[src/rtl/cpu_pkg.sv]
// Shared register-file constants and the writeback request record used by
// the write-port arbiter.
package cpu_pkg;

  localparam int REG_ADDR_W = 5;
  localparam int REG_DATA_W = 32;
  localparam int REG_NUM    = 32;
  localparam logic [REG_ADDR_W-1:0] REG_ZERO = 5'd0;

  typedef struct packed {
    logic [REG_ADDR_W-1:0] addr;
    logic [REG_DATA_W-1:0] data;
  } wb_req_t;

  function automatic logic [REG_NUM-1:0] addr_onehot(input logic [REG_ADDR_W-1:0] a);
    return REG_NUM'(1) << a;
  endfunction

endpackage

[src/rtl/rr_arbiter.sv]
// Round-robin arbiter: combinational one-hot grant searched from r_ptr,
// pointer moves past the winner whenever a grant is taken.
module rr_arbiter #(
  parameter  int NUM_REQ = 3,
  localparam int IDX_W   = (NUM_REQ > 1) ? $clog2(NUM_REQ) : 1
) (
  input  logic               clk,
  input  logic               rstn,
  input  logic [NUM_REQ-1:0] i_req,
  input  logic               i_enable,
  input  logic               i_advance,
  output logic [NUM_REQ-1:0] o_grant,
  output logic [IDX_W-1:0]   o_grant_idx
);

  logic [IDX_W-1:0] r_ptr;
  logic             w_found;

  // NOTE: every always_comb output gets a default first so no path leaves it unassigned (no latch).
  always_comb begin
    int               j_int;
    logic [IDX_W-1:0] j;
    o_grant     = '0;
    o_grant_idx = '0;
    w_found     = 1'b0;
    for (int i = 0; i < NUM_REQ; i++) begin
      j_int = int'(r_ptr) + i;
      if (j_int >= NUM_REQ) j_int = j_int - NUM_REQ;
      j = IDX_W'(j_int);
      if (!w_found && i_enable && i_req[j]) begin
        w_found     = 1'b1;
        o_grant[j]  = 1'b1;
        o_grant_idx = j;
      end
    end
  end

  // NOTE: sequential state uses non-blocking assignments so all flops update together at the edge.
  always_ff @(posedge clk or negedge rstn) begin
    if (!rstn) begin
      r_ptr <= '0;
    end else if (i_advance) begin
      if (o_grant_idx == IDX_W'(NUM_REQ - 1)) r_ptr <= '0;
      else                                    r_ptr <= o_grant_idx + 1'b1;
    end
  end

endmodule

[src/rtl/regfile_write_arbiter.sv]
// Shares the register-file write port between NUM_REQ writeback sources:
// round-robin grant, registered write stage, pending mask and commit counter.
module regfile_write_arbiter
  import cpu_pkg::*;
#(
  parameter int NUM_REQ = 3,
  parameter int CNT_W   = 16
) (
  input  logic                          clk,
  input  logic                          rstn,
  input  logic [NUM_REQ-1:0]            i_req_valid,
  input  logic [NUM_REQ*REG_ADDR_W-1:0] i_req_addr,
  input  logic [NUM_REQ*REG_DATA_W-1:0] i_req_data,
  output logic [NUM_REQ-1:0]            o_req_ready,
  input  logic                          i_hold,
  output logic                          o_regWe,
  output logic [REG_ADDR_W-1:0]         o_WRA,
  output logic [REG_DATA_W-1:0]         o_WRD,
  output logic [REG_NUM-1:0]            o_pending,
  output logic [CNT_W-1:0]              o_commit_cnt
);

  localparam int IDX_W = (NUM_REQ > 1) ? $clog2(NUM_REQ) : 1;

  wb_req_t              w_req [NUM_REQ];
  wb_req_t              w_sel;
  logic [NUM_REQ-1:0]   w_grant;
  logic [IDX_W-1:0]     w_grant_idx;
  logic                 w_handshake;

  logic                  r_we;
  logic [REG_ADDR_W-1:0] r_wra;
  logic [REG_DATA_W-1:0] r_wrd;
  logic [CNT_W-1:0]      r_cnt;

  for (genvar k = 0; k < NUM_REQ; k++) begin : g_unpack
    assign w_req[k] = '{addr: i_req_addr[k*REG_ADDR_W +: REG_ADDR_W],
                        data: i_req_data[k*REG_DATA_W +: REG_DATA_W]};
  end

  // Grants are gated by reset so nothing is acknowledged while rstn is low.
  rr_arbiter #(.NUM_REQ(NUM_REQ)) u_arb (
    .clk         (clk),
    .rstn        (rstn),
    .i_req       (i_req_valid),
    .i_enable    (~i_hold & rstn),
    .i_advance   (w_handshake),
    .o_grant     (w_grant),
    .o_grant_idx (w_grant_idx)
  );

  assign w_handshake = |w_grant;
  assign w_sel       = w_req[w_grant_idx];
  assign o_req_ready = w_grant;

  always_ff @(posedge clk or negedge rstn) begin
    if (!rstn) begin
      r_we  <= 1'b0;
      r_wra <= '0;
      r_wrd <= '0;
      r_cnt <= '0;
    end else begin
      if (w_handshake) begin
        r_we  <= (w_sel.addr != REG_ZERO);
        r_wra <= w_sel.addr;
        r_wrd <= w_sel.data;
      end else begin
        r_we  <= 1'b0;
      end
      if (r_we) r_cnt <= r_cnt + CNT_W'(1);
    end
  end

  assign o_regWe      = r_we;
  assign o_WRA        = r_wra;
  assign o_WRD        = r_wrd;
  assign o_pending    = r_we ? addr_onehot(r_wra) : '0;
  assign o_commit_cnt = r_cnt;

endmodule

[config.mk]
export PLATFORM = sky130hd
export DESIGN_NAME = regfile_write_arbiter
export DESIGN_NICKNAME = d
export VERILOG_FILES = /design/src/rtl/cpu_pkg.sv /design/src/rtl/rr_arbiter.sv /design/src/rtl/regfile_write_arbiter.sv
export SDC_FILE = /design/constraint.sdc
export NUM_CORES = 1
export LEC_CHECK = 0
export ABC_CLOCK_PERIOD_IN_PS = 8000
export BUFFER_PORTS_ARGS = -buffer_cell sky130_fd_sc_hd__buf_2
export CAP_MARGIN = 20
export CORE_UTILIZATION = 49
export CTS_CLUSTER_SIZE = 20
export DETAILED_ROUTE_END_ITERATION = 10
export GPL_ROUTABILITY_DRIVEN = 0
export HOLD_SLACK_MARGIN = 0.1
export MAX_ROUTING_LAYER = met4
export PLACE_DENSITY = 0.91
export SKIP_LAST_GASP = 1
export SLEW_MARGIN = 20
export SYNTH_ARGS = -nofsm -noshare
export SYNTH_HDL_FRONTEND = slang
export SYNTH_SLANG_ARGS = --single-unit
[constraint.sdc]
create_clock -name clk -period 8 [get_ports clk]
set_input_delay 0.8 -clock clk [delete_from_list [all_inputs] [get_ports clk]]
set_output_delay 0.8 -clock clk [all_outputs]
set_load 0.05 [all_outputs]
# Word level (Yosys, flattened, before mapping)
# Cells that the tools add are included.
# word_totals
regBits	56
in_bits	117
out_inout_bits	89
word_cells	70
# op_classes
addsub	7
magnitude_cmp	10
eq_ne	1
shifts	1
muxes	29
n_bitwise	5
reduce_logical	12
# op_table
op	n
$bmux W37 S2	1
$mux W37	2
$mux W32	1
$shl A1 B5 Y32 const A	1
$add A16 B1 Y16 const B	1
$mux W2	7
$lt A2 B3 Y1 const B	3
$mux W1	9
$mux W3	3
$logic_and A1 B1 Y1	8
$bmux W1 S2	3
$demux W1 S2	3
$ge A2 B1 Y1 const B	3
$ge A3 B2 Y1 const B	2
$or A3 B3 Y3	2
$reduce_bool A5 Y1	1
$sub A2 B1 Y2 const B	2
$add A2 B1 Y3 const B	1
$add A2 B2 Y3 const B	1
$ge A3 B3 Y1 const B	1
$not A2 Y3	1
$reduce_or A3 Y1	1
$add A2 B1 Y2 const B	1
$eq A2 B2 Y1 const B	1
other kinds (5)	6

# Depth between registers and ports, before layout
# Gate-level depths: netlist (run 1).
# logic_depth
word_depth	20
depth_mapped	11
ltp_nobuf	8

# Modules after synthesis
# A second synthesis (run 1) with hierarchy kept.
# unflattened
cells_unflattened	401
hier_area_um2	3442.1
# by_module_without_submodules
mod	n_inst	cells_each	area_each_um2	seq_area_each_um2
regfile_write_arbiter	1	355	3054.2	1351.3
rr_arbiter	1	46	387.9	50.0

# Worst setup path before layout (run 1)
# OpenSTA, ideal clock, no wires.
# synth_timing
path_kind	input-to-reg
from	input port i_req_valid[2]
to	register r_wrd[22] (netlist: o_WRD[22])
arrival_time_ns	3.488
required_ns	7.875
path_slack_ns	4.387
stages	9
n_path_buf	3
cell_sequence	buf_2 and2_2 a2111oi_2 o21ai_1 a31oi_1 or3_1 clkbuf_1 buf_4 mux2_2
# synth_via
elab_cells_between_ends	28
cone_classes	17 x mux; 3 x bitwise; 8 x reduce/logical
# synth_rtl
element	line	text
start, declared	regfile_write_arbiter.sv:11	input logic [NUM_REQ-1:0] i_req_valid,
$bmux W1 S2	rr_arbiter.sv:30	if (!w_found && i_enable && i_req[j]) begin
$mux W1 (implied by the code)	rr_arbiter.sv:30	
$logic_and A1 B1 Y1	rr_arbiter.sv:30	
$mux W1	rr_arbiter.sv:30	
$logic_not A1 Y1	rr_arbiter.sv:30	
$logic_and A1 B1 Y1 (2 in series)	rr_arbiter.sv:30	
$mux W1	rr_arbiter.sv:30	
$logic_not A1 Y1	rr_arbiter.sv:30	
$logic_and A1 B1 Y1 (2 in series)	rr_arbiter.sv:30	
$mux W3 *	rr_arbiter.sv:30	
via o_req_ready[0]	regfile_write_arbiter.sv:14	output logic [NUM_REQ-1:0] o_req_ready,
$reduce_or A3 Y1 *	regfile_write_arbiter.sv:52	assign w_handshake = |w_grant;
end signal, assigned	regfile_write_arbiter.sv:66	r_wrd <= w_sel.data;
end, declared	regfile_write_arbiter.sv:33	logic [REG_DATA_W-1:0] r_wrd;
# Mark *: on every way through the listed nets, which the timed path passes. The rest lies on a longest branch. The select of a mux whose other input is x is not followed.
# A chain may end at the register's enable or synchronous reset.

# Final worst setup path (run 1)
# layout_timing
from	input port rstn
to	register r_we (netlist: o_regWe)
# layout_via
elab_chain_len	17
elab_cells_between_ends	25
cone_classes	12 x mux; 4 x bitwise; 9 x reduce/logical
# layout_rtl
element	line	text
start, declared	regfile_write_arbiter.sv:10	input logic rstn,
$and A1 B1 Y1 *	regfile_write_arbiter.sv:46	.i_enable (~i_hold & rstn),
$logic_and A1 B1 Y1	rr_arbiter.sv:30	
$mux W1	rr_arbiter.sv:30	
$logic_not A1 Y1	rr_arbiter.sv:30	
$logic_and A1 B1 Y1 (2 in series)	rr_arbiter.sv:30	
$mux W1	rr_arbiter.sv:30	
$logic_not A1 Y1	rr_arbiter.sv:30	
$logic_and A1 B1 Y1 (2 in series)	rr_arbiter.sv:30	
$mux W2	rr_arbiter.sv:30	
$not A2 Y3 (implied by the code)	regfile_write_arbiter.sv:53	assign w_sel = w_req[w_grant_idx];
$bmux W37 S2	regfile_write_arbiter.sv:53	
$mux W37 (implied by the code) (2 in series)	regfile_write_arbiter.sv:53	
$reduce_bool A5 Y1	regfile_write_arbiter.sv:64	r_we <= (w_sel.addr != REG_ZERO);
$mux W1 *	regfile_write_arbiter.sv:63	if (w_handshake) begin
end signal, assigned	regfile_write_arbiter.sv:64	
end, declared	regfile_write_arbiter.sv:31	logic r_we;
# Every way passes the cells marked *; elsewhere a longest branch is shown, timed or not. The select of a mux whose other input is x is not followed.

==> results.cfg, run 1 <==
[outcome]
status = finished, final reports clean

[critical_path]
cp.required_ns = 8.19
critPathLaunchType = input pin
critPathLaunch = rstn
r2r_cells = 9
critPathMaxFanout = 58
r2r_end = o_regWe
endpoint = o_regWe
r2r_start = u_arb.r_ptr[0]
cp.arrival_ns = 4.45
end_kind = flop
path_class = input pin to flop
rrSetupSlack_ns = 4.51

[power_and_ir_drop]
peakVddDrop_mv = 0.2309
power.density_mw_per_mm2 = 389.1
p_sw_uw = 1056
p_seq_share_pct = 27.4
swShare_pct = 56.15
p_leak_uw = 0.002362
internal_power_uw = 825.0
pwr-share-clk_pct = 8.7
totalPowerFinal_uw = 1882
comb_power_share_pct = 63.9

[floorplanning]
start_util_pct = 51.06
die_w_microns = 89.17
dieArea_sq_mm = 0.007951
fp.dieH_microns = 89.17
num_io_pins = 206
core_sq_mm = 0.007292
rows = 31

[clocking]
cts_max_level = 2
clk_latency_ns = 0.31
cts_resized = 0
cts_hold_buf = 0
clk_path_buf_depth = 2
clk_pin_slew_worst_paths_ns = 0.11
cts_setup_buffers = 0
cts_tree = yes
clock-root-buffer = clkbuf_8
cts_made_buffers = 5
clock_sinks = 56

[final_layout]
final_area_sq_mm = 0.004836
fillers = 632
instances_no_fill = 705
nets = 727
drive_gt1_share_pct = 37.79
area_growth_pct = 29.87
diodes = 0

[synthesis]
synth_seq_cells = 56
synth_nets = 550
syn_area_sq_mm = 0.003724
netlist_instances = 428
yosys.cell_types.count = 44
synth_edf_count = 0
synth-main-ff-cell = dfrtp_1
ys_warn_count = 0
synth-simple-area-share_pct = 22.88
synth_common_cells = 56 x dfrtp_1, 46 x nor3_1, 43 x nand3_1, 43 x o21ai_0, 38 x a31oi_1
synth_most_common_cell = dfrtp_1
yosysTopAreaCell = dfrtp_1
synth_top_family_by_area = simple AND/OR/NAND/NOR gates
avgSynthCellArea_sq_um = 8.700
synth_area_leaders = dfrtp_1 38%, mux2_1 11%, a31oi_1 6.4%, nor3_1 6.2%, nand3_1 5.8%
synth-compound-area-share_pct = 15.66
synthArstFlopShare_pct = 100.0
synth_fa_ha_area_share_pct = 1.680
netlist.area_leader.share_pct = 37.63
synthXorXnorAreaFrac_pct = 3.528
synth-seq-area-share_pct = 37.63
synthMuxAreaShare_pct = 12.97

[grt]
antenna_found_initial = 0
grt_max_degree = 59
grt_pass1_vias = 3811
track_usage_pct = 29.45
grt_pass1_wl_microns = 17640
grt_overflow = 0

[min_path]
hp-class = flop to flop

[sta]
finalCriticalPeriod_ns = 4.263
slew_viol_final = 0
max_slew_margin_pct = 34.95
finalClockSkew_ns = 0.01068
rsz0062_at_grt = no
hold_violations = 0
setup-violations-final = 0
fmax_mhz = 234.6
tns_ns = 0
layout_setup_ws_ns = 3.737
worst_pin_slew_ns = 0.9757
fin_crit_sh_pct = 53.28

[place]
post-place-ws_ns = 3.342
port_buffers = 205
place_area_sq_mm = 0.004742
place_inst = 697
place_hpwl_microns = 8434

[drt]
drtAntennaViolNets = 0
via_per_inst = 5.845
drt-pass1-iter-count = 7
drcViolationCount = 0
vias = 4121
wl_microns = 11580
initialDrtViolationCount = 211
routedWlPerCell_microns = 16.43

[job]
maxCapViolCount = 0
[worst min path at each step]
| stage | start | to | slack [ns] | cells after the start |
|---|---|---|---|---|
| final | o_commit_cnt[15] | o_commit_cnt[15] | 0.48 | 1 |
| after floorplan | rstn | o_WRA[0] | 0.50 | 0 |
| after global placement | o_commit_cnt[15] | o_commit_cnt[15] | 0.46 | 1 |
| after global routing | o_commit_cnt[15] | o_commit_cnt[15] | 0.49 | 1 |
| after detailed placement | o_commit_cnt[15] | o_commit_cnt[15] | 0.46 | 1 |
| after CTS | o_commit_cnt[15] | o_commit_cnt[15] | 0.48 | 1 |
[flip-flops by register name, indices dropped and copies added (netlist names)]
| signal | cells |
|---|---|
| u_arb.r_ptr | 2 |
| o_WRD | 32 |
| o_WRA | 5 |
| o_regWe | 1 |
| o_commit_cnt | 16 |
[area by class of cell]
cell class	count	area, sq um	share of cell area [%]
well taps	99	123.9	2.561
flip-flops and latches	56	1401	28.98
clock inverters	3	25.02	0.5175
repair buffers	211	1079	22.30
inverters	4	15.01	0.3105
clock buffers	5	68.82	1.423
multi-input cells	327	2123	43.91
[critical path, stage by stage]
cell,delay [ns]
buf_2,0.07
buf_4,0.57
nand2b_2,0.62
a221oi_1,0.49
nand4_1,0.70
buf_4,0.49
nand3_1,0.11
a31oi_1,0.11
o41a_1,0.43
[through the flow]
step                      hold slack, ns  util, %
final                             0.4765    66.32
after floorplan                   0.5044        -
after CTS                         0.4784    66.32
after detailed placement          0.4580    65.03
after global routing              0.4892    66.32
after global placement            0.4566    64.83
[cell families (layout without fill, tap and decap cells)]
group,after synthesis,count (layout)
multiplexers,43,43
buffers and inverters,45,223
AND/OR/NAND/NOR,167,167
adder cells (fa/ha/maj),5,5
AO/OA/AOI/OAI,97,97
XOR/XNOR,15,15
flip-flops,56,56
[cells in the final DEF (no fill, tap or decap), types with 3 or more instances in the layout]
cell and n:
a21oi_1 3, a31oi_1 38, and3_1 8, buf_2 205
buf_4 5, clkbuf_8 5, dfrtp_1 56, ha_1 5
inv_1 4, mux2_1 36, mux2i_1 4, nand2_1 12
nand2b_1 10, nand3_1 43, nand4_1 4, nor2_1 28
nor2b_1 5, nor3_1 46, o21ai_0 43, xnor2_1 12
xor2_1 3
[power by group through the flow]
stage	combinational, uW	sequential [uW]	clock (uW)
final	1200	515	163
after floorplan	574	873	0
after detailed placement	1200	515	0
after global routing	1290	532	177
after CTS	1200	512	170
after global placement	1170	511	0
[metal layers]
layer  wire length (microns)  share of wire, %  up-vias  track usage, %
li1                        -                 -     1927               -
met1                    4665                40     1991           32.91
met2                    5938                51      193           52.95
met3                     853               7.4       10           5.910
met4                     127               1.1        0           8.802
met5                       0                 0        -               -
(Power assumes the default switching activity.)
==> run 2, diff against run 1 <==
--- a/config.mk
+++ b/config.mk
@@ -5,16 +5,16 @@
 export SDC_FILE = /design/constraint.sdc
 export NUM_CORES = 1
 export LEC_CHECK = 0
-export ABC_CLOCK_PERIOD_IN_PS = 8000
+export ABC_CLOCK_PERIOD_IN_PS = 3570
 export BUFFER_PORTS_ARGS = -buffer_cell sky130_fd_sc_hd__buf_2
 export CAP_MARGIN = 20
-export CORE_UTILIZATION = 49
+export CORE_UTILIZATION = 41
 export CTS_CLUSTER_SIZE = 20
 export DETAILED_ROUTE_END_ITERATION = 10
 export GPL_ROUTABILITY_DRIVEN = 0
 export HOLD_SLACK_MARGIN = 0.1
 export MAX_ROUTING_LAYER = met4
-export PLACE_DENSITY = 0.91
+export PLACE_DENSITY = 0.82
 export SKIP_LAST_GASP = 1
 export SLEW_MARGIN = 20
 export SYNTH_ARGS = -nofsm -noshare
==> constraint.sdc (replaced) <==
create_clock -name clk -period 3.57 [get_ports clk]
set_input_delay 0.357 -clock clk [delete_from_list [all_inputs] [get_ports clk]]
set_output_delay 0.357 -clock clk [all_outputs]
set_load 0.05 [all_outputs]
==> run 2 against run 1 <==
Utilization decreased by 11 points. Final cell count rose by 1.8%. Non-clock buffer count rose by 4. First-iteration DRC count shrank 31%. Die area increased by 19%. Combinational power grew 130%. Power up 130%. Critical path type is now flop to output port.
==> results.cfg, run 2 (synthesized netlist as in run 1, its figures left out) <==
[final_layout]
drive_gt1_share_pct = 37.87
regArea_sq_mm = 0.001401
fillers = 796
diodes = 0
area_growth_pct = 31.15
final_common_cell = buf_2
multi_input_area_sq_mm = 0.002121
layout.cells.most_common_list = 205 x buf_2, 56 x dfrtp_1, 46 x nor3_1
nets = 731
largest_register_ff_count = 32

[outcome]
status = finished, final reports clean

[power_and_ir_drop]
peakVddDrop_mv = 0.5206
p_leak_uw = 0.002379
power.density_mw_per_mm2 = 873.6

[sta]
fmax_mhz = 334.2
finalClockSkew_ns = 0.01047
fin_crit_sh_pct = 83.82
slew_viol_final = 0
setup-violations-final = 0
max_slew_margin_pct = 63.41
worst_pin_slew_ns = 0.5489
tns_ns = 0
hold_violations = 0
rsz0062_at_grt = no
hold_slack_ns = 0.4382
finalCriticalPeriod_ns = 2.992

[clocking]
clock-root-buffer = clkbuf_8
cts_made_buffers = 5
clock_sinks = 56
clk_latency_ns = 0.31
cts_tree = yes
clk_path_buf_depth = 2
clk_pin_slew_worst_paths_ns = 0.11
cts_setup_buffers = 0
cts_max_level = 2

[drt]
initialDrtViolationCount = 145
via_per_inst = 5.628
drcViolationCount = 0
wl_microns = 11410
drtAntennaViolNets = 0
routedWlPerCell_microns = 15.89
vias = 4041
drt-pass1-iter-count = 5

[critical_path]
path_class = flop to output port
critPathLaunch = u_arb.r_ptr[0]
critPathLaunchType = flop
r2r_start = u_arb.r_ptr[0]
cp.arrival_ns = 2.64
end_kind = output port
cp.required_ns = 3.21
critPathMaxFanout = 11

[grt]
track_usage_pct = 24.58
grt_max_degree = 41
antenna_found_initial = 0
grt_pass1_wl_microns = 18650
grt_overflow = 0
grt_pass1_vias = 3899

[job]
maxCapViolCount = 0

[min_path]
worstHoldStart = i_req_data[40]
hp-class = input pin to flop

[floorplanning]
num_io_pins = 206
rows = 34
core_sq_mm = 0.008763
fp.dieH_microns = 97.30
die_w_microns = 97.30
start_util_pct = 42.49
dieArea_sq_mm = 0.009467

[place]
port_buffers = 205
place_hpwl_microns = 8251
==> run 2: cell count changes in the layout (fill, tap and decap cells not counted), sizes merged <==
cell / before / now
inv: 6 / 5
buf: 211 / 214
clkinvlp: 1 / 2
dlygate4sd3: 0 / 1
==> run 2: cell type report <==
class / count / area share (%)
clock buffer: 5 / 1.409
timing repair buffer: 215 / 22.85
sequential: 56 / 28.70
multi-input combinational: 327 / 43.43
inverter: 4 / 0.3075
tap: 108 / 2.767
clock inverter: 3 / 0.5380
==> run 2: path summary, 6_finish.rpt <==
path                               endpoint  slack, ns  depth (start not counted)
setup / recovery             o_req_ready[0]       0.58                          7
hold / removal                     o_WRD[8]       0.44                          4
setup reg to reg                    o_regWe       0.65                          8
hold reg to reg            o_commit_cnt[15]       0.47                          1
max in group asynchronous          o_WRA[2]       2.15                          3
min in group asynchronous          o_WRD[3]       0.56                          2
==> run 2: what timing repair did <==
item                                    4_1_cts  5_1_grt
hold buffers                                  1        0
resized for setup                             0        0
hold endpoints to repair                     19        0
endpoints found under the setup margin        0        0
==> run 2: worst max-delay path, stage by stage, from the launching register on <==
cell	delay [ns]
dfrtp_1	0.42
inv_1	0.11
ha_1	0.42
mux2i_1	0.15
a2111oi_2	0.46
o21ai_1	0.14
a31oi_1	0.29
buf_2	0.33
==> run 2: metrics by stage <==
| stage | setup WS (ns) | util (%) | total power, uW | std cells | instance area, sq um |
|---|---|---|---|---|---|
| detailed placement | 0.7072 | 54.53 | 3890 | 709 | 4778 |
| global placement | 0.7985 | 54.53 | 3794 | 709 | 4778 |
| global route | 0.3648 | 55.73 | 4504 | 718 | 4883 |
| CTS | 0.6076 | 55.73 | 4272 | 718 | 4883 |
| floorplan | 0.2077 | - | 3242 | 428 | 3724 |
| finish | 0.5777 | 55.73 | 4266 | 718 | 4883 |
==> run 2: per-layer routing <==
layer	vias up	track usage, %	part of all wire (%)
met3	20	4.173	6.7
met1	1885	27.84	40
met4	0	7.579	1.7
met5	-	-	0
met2	205	44.26	51
li1	1931	-	-
==> run 2: power breakdown <==
group	switching (uW)	internal (uW)	total [uW]
registers	252	906	1160
logic	1910	824	2740
clock network	230	144	373
total	2390	1870	4270
==> run 3, diff against run 2 <==
--- a/config.mk
+++ b/config.mk
@@ -5,7 +5,8 @@
 export SDC_FILE = /design/constraint.sdc
 export NUM_CORES = 1
 export LEC_CHECK = 0
-export ABC_CLOCK_PERIOD_IN_PS = 3570
+export ABC_AREA = 1
+export ABC_CLOCK_PERIOD_IN_PS = 2490
 export BUFFER_PORTS_ARGS = -buffer_cell sky130_fd_sc_hd__buf_2
 export CAP_MARGIN = 20
 export CORE_UTILIZATION = 41
==> constraint.sdc (replaced) <==
create_clock -name clk -period 2.49 [get_ports clk]
set_input_delay 0.249 -clock clk [delete_from_list [all_inputs] [get_ports clk]]
set_output_delay 0.249 -clock clk [all_outputs]
set_load 0.05 [all_outputs]
==> run 3 against run 2 <==
Setup slack got worse by 0.50 ns. Clock power rose by 54%. Critical endpoint is now o_req_ready[1]. Critical path depth rose by 5. Critical path type unchanged. Sequential cell count did not move. Wire length fell by 1.2%. Via count rose by 2.6%.
==> results.cfg, run 3 <==
[outcome]
status = finished, final reports clean

[synthesis]
avgSynthCellArea_sq_um = 7.317
synth_edf_count = 0
synth-compound-area-share_pct = 8.003
yosys.cell_types.count = 34
synthMuxAreaShare_pct = 4.925
synth_nets = 622
netlist.area_leader.share_pct = 38.30
synth_most_common_cell = nand2_1
ys_warn_count = 0
synthArstFlopShare_pct = 100.0
synth_fa_ha_area_share_pct = 1.710
synth_area_leaders = dfrtp_1 38%, nand2_1 13%, nand3_1 7.1%, inv_1 6.7%, mux2_2 4.9%
synth-seq-area-share_pct = 38.30
synth_common_cells = 127 x nand2_1, 65 x inv_1, 56 x dfrtp_1
yosysTopAreaCell = dfrtp_1
synth-simple-area-share_pct = 32.11
synth-main-ff-cell = dfrtp_1
synth_seq_cells = 56
synthXorXnorAreaFrac_pct = 3.352
syn_area_sq_mm = 0.003659
synth_top_family_by_area = simple AND/OR/NAND/NOR gates
netlist_instances = 500

[grt]
grt_pass1_vias = 3731
antenna_found_initial = 1
track_usage_pct = 23.68
grt_pass1_wl_microns = 16720
grt_max_degree = 57
grt_overflow = 0

[drt]
routedWlPerCell_microns = 13.84
vias = 4147
drt-pass1-iter-count = 4
wl_microns = 11270
initialDrtViolationCount = 136
drtAntennaViolNets = 0
via_per_inst = 5.095
drcViolationCount = 0

[place]
post-place-ws_ns = -0.05412
port_buffers = 205
place_hpwl_microns = 8557

[min_path]
hp-class = input pin to asynchronous set/reset pin

[critical_path]
path_class = flop to output port
cp.arrival_ns = 2.16
critPathLaunchType = flop
critical_path.cell_chain = buf_4 -> ha_4 -> inv_2 -> nand2_1 -> nand3_1 -> nand2_1 -> nor2_2 -> nand2_1 -> nand2_2 -> a21oi_2 -> inv_1 -> buf_6
cp_slowest_cell = dfrtp_1
cp.buffers_inverters = 4
cp_top_family = simple AND/OR/NAND/NOR gates
critPathMaxFanout = 7
cpMostUsedCell = nand2_1
end_kind = output port
cp.required_ns = 2.24
cp_slowest_stage_delay_ns = 0.40

[clocking]
cts_max_level = 2
cts_tree = yes
clk_latency_ns = 0.30
cts_made_buffers = 5
clk_pin_slew_worst_paths_ns = 0.10
clock_sinks = 56
clock-root-buffer = clkbuf_8
cts_hold_buf = 0
clk_path_buf_depth = 2

[final_layout]
nets = 828
fin_util_pct = 58.13
drive_gt1_share_pct = 39.01
largest_register_ff_count = 32
layout.cells.most_common_list = 203 x buf_2, 125 x nand2_1, 64 x inv_1
area_growth_pct = 37.89
final_common_cell = buf_2

[sta]
fmax_mhz = 414.4
fin_crit_sh_pct = 96.92
finalClockSkew_ns = 0.006148
layout_setup_ws_ns = 0.07673
hold_violations = 0
max_slew_margin_pct = 52.60
slew_viol_final = 0
worst_pin_slew_ns = 0.7110
finalCriticalPeriod_ns = 2.413
setup-violations-final = 0

[floorplanning]
start_util_pct = 42.16
fp.dieH_microns = 96.46
dieArea_sq_mm = 0.009305
rows = 34
die_w_microns = 96.46
num_io_pins = 206
core_sq_mm = 0.008678

[power_and_ir_drop]
power.density_mw_per_mm2 = 1303
p_leak_uw = 0.002735
peakVddDrop_mv = 0.6891

[job]
maxCapViolCount = 0
[run 3: area by class of cell]
cell class | count | area, sq um
repair buffers | 223 | 1229
diodes | 1 | 2.502
inverters | 76 | 292.8
flip-flops and latches | 56 | 1401
multi-input cells | 344 | 1886
well taps | 108 | 135.1
fillers | 825 | 3633
clock buffers | 5 | 68.82
clock inverters | 1 | 30.03
[run 3: where the power goes]
group / internal (uW) / switching (uW)
Sequential: 1290 / 330
Combinational: 1330 / 3050
Clock: 289 / 283
[run 3: layer usage]
layer	vias up	wire length (microns)	share of wire, %	track usage (%)
met5	-	0	0	-
met4	0	212	1.9	6.863
met3	21	845	7.5	4.147
met2	201	5722	51	43.72
met1	1909	4488	40	25.92
li1	2016	-	-	-
[run 3: through the flow]
stage / instance area [sq um] / instances / TNS [ns] / total power (uW) / hold slack (ns)
final: 5045 / 814 / 0 / 6572 / 0.1164
after global routing: 5045 / 814 / -0.4396 / 7071 / 0.1556
after CTS: 4902 / 804 / -0.01807 / 6332 / 0.1486
after detailed placement: 4791 / 798 / -0.3747 / 5733 / 0.4545
after global placement: 4791 / 798 / 0 / 5609 / 0.4640
after floorplan: 3664 / 500 / 0 / 4756 / -0.04659
[run 3: path summary, 6_finish.rpt]
kind,from,endpoint,slack (ns),cells after the start
max reg2reg,u_arb.r_ptr[1],o_WRD[11],0.14,12
min reg2reg,o_commit_cnt[15],o_commit_cnt[15],0.48,1
min,rstn,o_WRD[21],0.12,2
max,u_arb.r_ptr[1],o_req_ready[1],0.08,12
min in group clk,i_req_data[60],o_WRD[28],0.16,3
max in group asynchronous,rstn,u_arb.r_ptr[1],1.91,2
[run 3: cell families after synthesis]
family	Yosys count
compound gates	48
mux	16
xor+xnor	14
simple gates	261
flops	56
buf+inv	100
fa+ha+maj	5
[run 3: timing repair]
item,4_1_cts,5_1_grt
gates resized for setup,4,14
buffers inserted,0,8
pin swaps,0,3
gates cloned,0,1
endpoints found under the setup margin,18,40
[run 3: worst reg2reg max path: cells and delay by family, from the launching register on]
kind	cells	cell delay, ns
adder cells (fa/ha/maj)	1	0.30
buffers and inverters	3	0.40
flip-flops	1	0.40
multiplexers	1	0.37
AND/OR/NAND/NOR	7	0.77
